===== src/rtl/source_operand.sv =====
// Second-source operand former.
// The operand is selected combinationally from the register value R, the
// immediate field Imm and the select code IS, then registered into N.
// The block has no enable, no handshake and no state machine. N takes the
// selection of the inputs present at each rising clk edge, so the latency is
// exactly one clock. N clears asynchronously while rst_n is low.
module source_operand (
  input  logic        clk,
  input  logic        rst_n,
  input  logic [31:0] R,
  input  logic [21:0] Imm,
  input  logic [3:0]  IS,
  output logic [31:0] N
);

  // Candidate operand forms, each built from only the bits it names.
  logic [31:0] sethi_val;   // imm22 placed in the upper bits, low ten cleared
  logic [31:0] disp22_val;  // imm22 sign-extended from Imm[21]
  logic [31:0] simm13_val;  // simm13 sign-extended from Imm[12]; Imm[21:13] ignored
  logic [31:0] rshamt_val;  // shift count taken from R[4:0]
  logic [31:0] ishamt_val;  // shift count taken from Imm[4:0]
  logic [31:0] next_n;

  // Build every candidate form in parallel.
  always_comb begin
    sethi_val  = {Imm[21:0], 10'b0};
    disp22_val = {{10{Imm[21]}}, Imm[21:0]};
    simm13_val = {{19{Imm[12]}}, Imm[12:0]};
    rshamt_val = {27'b0, R[4:0]};
    ishamt_val = {27'b0, Imm[4:0]};
  end

  // Choose one candidate form. Every IS code maps to a defined form.
  always_comb begin
    next_n = R;
    casez (IS)
      4'b00??: next_n = sethi_val;
      4'b01??: next_n = disp22_val;
      4'b1000: next_n = R;
      4'b1001: next_n = simm13_val;
      4'b1010: next_n = rshamt_val;
      4'b1011: next_n = ishamt_val;
      4'b11?0: next_n = R;
      4'b11?1: next_n = simm13_val;
      default: next_n = R;
    endcase
  end

  // Register the selected operand every cycle. An asynchronous reset clears
  // N and discards any pending selection.
  always_ff @(posedge clk or negedge rst_n) begin
    if (!rst_n) begin
      N <= 32'h0000_0000;
    end else begin
      N <= next_n;
    end
  end

endmodule


===== config.mk =====
export PLATFORM = sky130hd
export DESIGN_NAME = source_operand
export DESIGN_NICKNAME = d
export VERILOG_FILES = /design/src/rtl/source_operand.sv
export SDC_FILE = /design/constraint.sdc
export NUM_CORES = 1
export LEC_CHECK = 0
export CORE_AREA = 2 2 78 61
export CTS_CLUSTER_SIZE = 40
export DETAILED_ROUTE_END_ITERATION = 10
export DIE_AREA = 0 0 80 63
export PLACE_DENSITY = 0.77
export SYNTH_ARGS = -nofsm -noshare
export SYNTH_HDL_FRONTEND = slang
export SYNTH_SLANG_ARGS = --single-unit

===== constraint.sdc =====
create_clock -name clk -period 0.8 [get_ports clk]
set_input_delay 0.16 -clock clk [delete_from_list [all_inputs] [get_ports clk]]
set_output_delay 0.16 -clock clk [all_outputs]
set_load 0.03 [all_outputs]

# Word-level counts from Yosys, hierarchy flattened
# Cells that the tools add are included.
# classes
n_eq_ne	7
mux	1
reduce_logical	3
# op_table
operator	count
case mux 32 bit (6 select lines)	1
equality test 4 bit, second input constant	4
equality test 3 bit, second input constant	2
OR reduction 2 bit	2
equality test 2 x 1 -> 1 bit, second input constant	1
zero test 2 bit	1
# word_totals
ff_bits	32
input_bits	60
output_inout_bits	32
wordCells	12

# Logic depth before layout (Yosys ltp)
# depth
word_depth	3
ltp_mapped	6
ltp_nobuf	4

# Least setup slack after synthesis
# Ideal clock, no wire load.
# synth_path
path_type	input to register
from	in IS[0]
to	reg N[24]
setup_ns	0.073
arrival_ns	1.002
required_ns	0.727
path_slack_ns	-0.275
stages	5
path_buffers	2
cell_sequence	buf_4 nor3b_4 buf_6 nand2_1 a21oi_2
# synth_between
elab_chain_len	3
word_cells_on_any_way	9
cone_classes	6 x eq/ne; 1 x mux; 2 x reduce/logical
# synth_lines
item	line_no	text
from (decl)	12	input logic [3:0] IS,
equality test 4 bit / equality test 3 bit (equally long branches)	36	casez (IS)
OR reduction 2 bit (no line)	--	
case mux 32 bit (6 select lines) *	36	
named net next_n[24]	22	logic [31:0] next_n;
to (signal assigned)	55	N <= next_n;
to (decl)	13	output logic [31:0] N
# The timed path passes the listed nets; every way through them passes the cells marked *.

# Worst setup path after layout
# layout_path
from	reg N[12]
to	out N[12]
# No word-level cell between the ends.

==> impl_metrics.yaml <==
outcome:
  status: "finished, violations left"
  violations: "setup timing"
sta:
  timing.fmax_mhz: 1020
  drv_slew: 0
  rsz0062_at_grt: "true"
  hold_slack_ns: 0.233
  slew-limit-headroom_pct: 84.3
  setup_viol: 54
  period_minus_slack_ns: 0.985
  layout_setup_ws_ns: -0.185
  tightest_slew_ns: 0.234
  finalHoldViolations: 0
  finalCritPeriodShare_pct: 123
  fin_setup_tns_ns: -6.51
place:
  dpl.hpwl_um: 3270
  place_congestion: 0.825
  io_buffers: 91
clocking:
  cts_tree: "yes"
  cts.sinks: 32
  h-tree-depth: 2
  cts_buffers: 5
  cts-root-buf: "clkbuf_8"
  clock_path_buffers: 2
  cts.hold.buffers_added: 0
  clk_pin_slew_ns: 0.07
floorplan:
  dieWidth_um: 80
  pin_count: 92
  core_um2: 4310
  rows: 21
  start_util_pct: 33.5
  die_h_um: 63
  die_area_um2: 5040
power:
  ir_drop_v: 0.000875
  leakage_nw: 1.41
  p_per_area_nw_per_um2: 1600
  power_mw: 4.96
grt:
  grt_max_degree: 33
  grt_pass1_vias: 1751
  use_met3_pct: 4.62
  met2_usage_pct: 37.1
  antenna_found_initial: 0
  grt-busiest-layer: "met2"
  grt-ovfl-total: 0
  grt_usage_pct: 21.9
  grt_first_pass_wirelength_um: 8250
  use_met1_pct: 26.5
setup_path:
  worstPathMaxFanout: 1
  critPathTopFamily: "flip-flops"
  path_buf_inv: 1
  slowest_delay_ns: 0.40
  end_kind: "output pin"
  path_cells: "buf_6"
  worstPathArrival_ns: 0.82
  start_kind: "flop"
  critPathRequiredTime_ns: 0.64
  slowest_stage: "dfrtp_1"
  critical_path_class: "reg -> out"
  endpoint: "N[12]"
  cp.depth: 1
  startpoint: "N[12]"
worst_hold_path:
  hold_start: "IS[3]"
  whs_path_depth: 3
  hp-class: "in -> reg"
yosys:
  synth_cells: 135
  synth_nets: 195
  syn_area_per_cell_um2: 10.7
  synth_area_um2: 1450
  synth-main-ff-cell: "dfrtp_1"
  ys_types: 24
  synth_edf_count: 0
  synth_seq_area_share_pct: 55.4
  synth-seq-cells: 32
  yosysWarnings: 0
  synthArstFlopShare_pct: 100
drt:
  drc: 0
  ant_nets: 0
  via_count: 1541
  drt_iter0_markers: 36
  viasPerCell: 4.91
  wl_per_cell_um: 17.2
  wirelength_um: 5400
  dr.pass1.iters: 4
layout:
  largestRegisters: "N: 32 flops"
  largest_reg_flops: 32
  diodes: 0
  drive_gt1_share_pct: 49.0
  multi_input_area_um2: 816
  fillers: 314
  area_delta_synth_final_pct: 115
  regMostFlops: "N"
  layout.nets: 317
  seq_area_um2: 801
flow_run:
  cap_viol_max_count: 0
-- tightest hold or removal path, cell delays in order --
cell	delay, ns
buf_6	0.10
buf_6	0.13
a31oi_1	0.08
-- placed cells by master (no fill, tap or decap), drive strengths merged --
| master | count |
|---|---|
| nor2b | 4 |
| a31oi | 1 |
| o21ai | 2 |
| nand2 | 14 |
| or2 | 3 |
| a2bb2oi | 1 |
| clkbuf | 7 |
| a21oi | 21 |
| a22oi | 10 |
| dfrtp | 32 |
| nor2 | 21 |
| or2b | 1 |
| mux2 | 5 |
| o32ai | 1 |
| nor3b | 1 |
| buf | 67 |
| clkdlybuf4s50 | 42 |
| a22o | 10 |
| dlygate4sd2 | 12 |
| clkdlybuf4s15 | 1 |
| inv | 1 |
-- final cells by class --
class,count,share of cell area (%)
Clock buffer,7,3.11
Inverter,1,0.121
Tap cell,57,2.30
Timing Repair Buffer,122,42.3
Multi-Input combinational cell,95,26.3
Sequential cell,32,25.8
-- cell usage after synthesis, types with 2 or more instances --
cell / n / area, um^2
nand2_1: 14 / 52.6
nor2b_1: 3 / 18.8
dfrtp_1: 32 / 801
nor2_1: 21 / 78.8
a22o_1: 10 / 87.6
buf_4: 2 / 15.0
a22oi_2: 4 / 50.1
buf_6: 2 / 22.5
a21oi_1: 20 / 100
mux2_2: 5 / 56.3
buf_2: 4 / 20.0
a22oi_1: 6 / 45.0
-- stage by stage --
stage | cells | util [%] | worst slack, ns | area, um^2
finish | 314 | 72.0 | -0.185 | 3100
global route | 314 | 72.0 | -0.205 | 3100
CTS | 313 | 69.9 | -0.186 | 3010
detailed placement | 293 | 57.8 | -0.802 | 2490
global placement | 293 | 57.8 | -0.777 | 2490
floorplan | 135 | - | -0.214 | 1520
-- repair_timing --
item / in CTS / in global routing
endpoints found under the setup margin: 64 / 58
cloned: 6 / 0
gates resized for setup: 112 / 22
setup buffers: 7 / 2
pin swaps: 23 / 20
-- layer usage --
layer  vias to the layer above  part of all wire [%]
li1                        723                     -
met1                       735                    42
met2                        72                    50
met3                        11                   5.9
met4                         0                   2.0
met5                         -                     0
-- worst min path at each step --
stage | endpoint | slack [ns]
global route | N[20] | 0.23
detailed placement | N[8] | 0.55
finish | N[20] | 0.23
global placement | N[9] | 0.55
floorplan | N[0] | -0.14
CTS | N[20] | 0.21
-- logic make-up (layout without fill, tap and decap cells) --
group	count (synthesis)	after routing	share of synthesized area, %
flip-flops	32	32	55.4
AO/OA/AOI/OAI	46	46	22.9
AND/OR/NAND/NOR	42	44	13.2
multiplexers	5	5	3.90
buffers and inverters	10	130	4.50
-- power by group --
group          leakage (nW)  switching [mW]  internal [mW]
logic                 0.971           0.831          0.924
clock network        0.0503           0.585          0.766
registers             0.384          0.0821           1.78
Power figures use the tool's default switching activity.
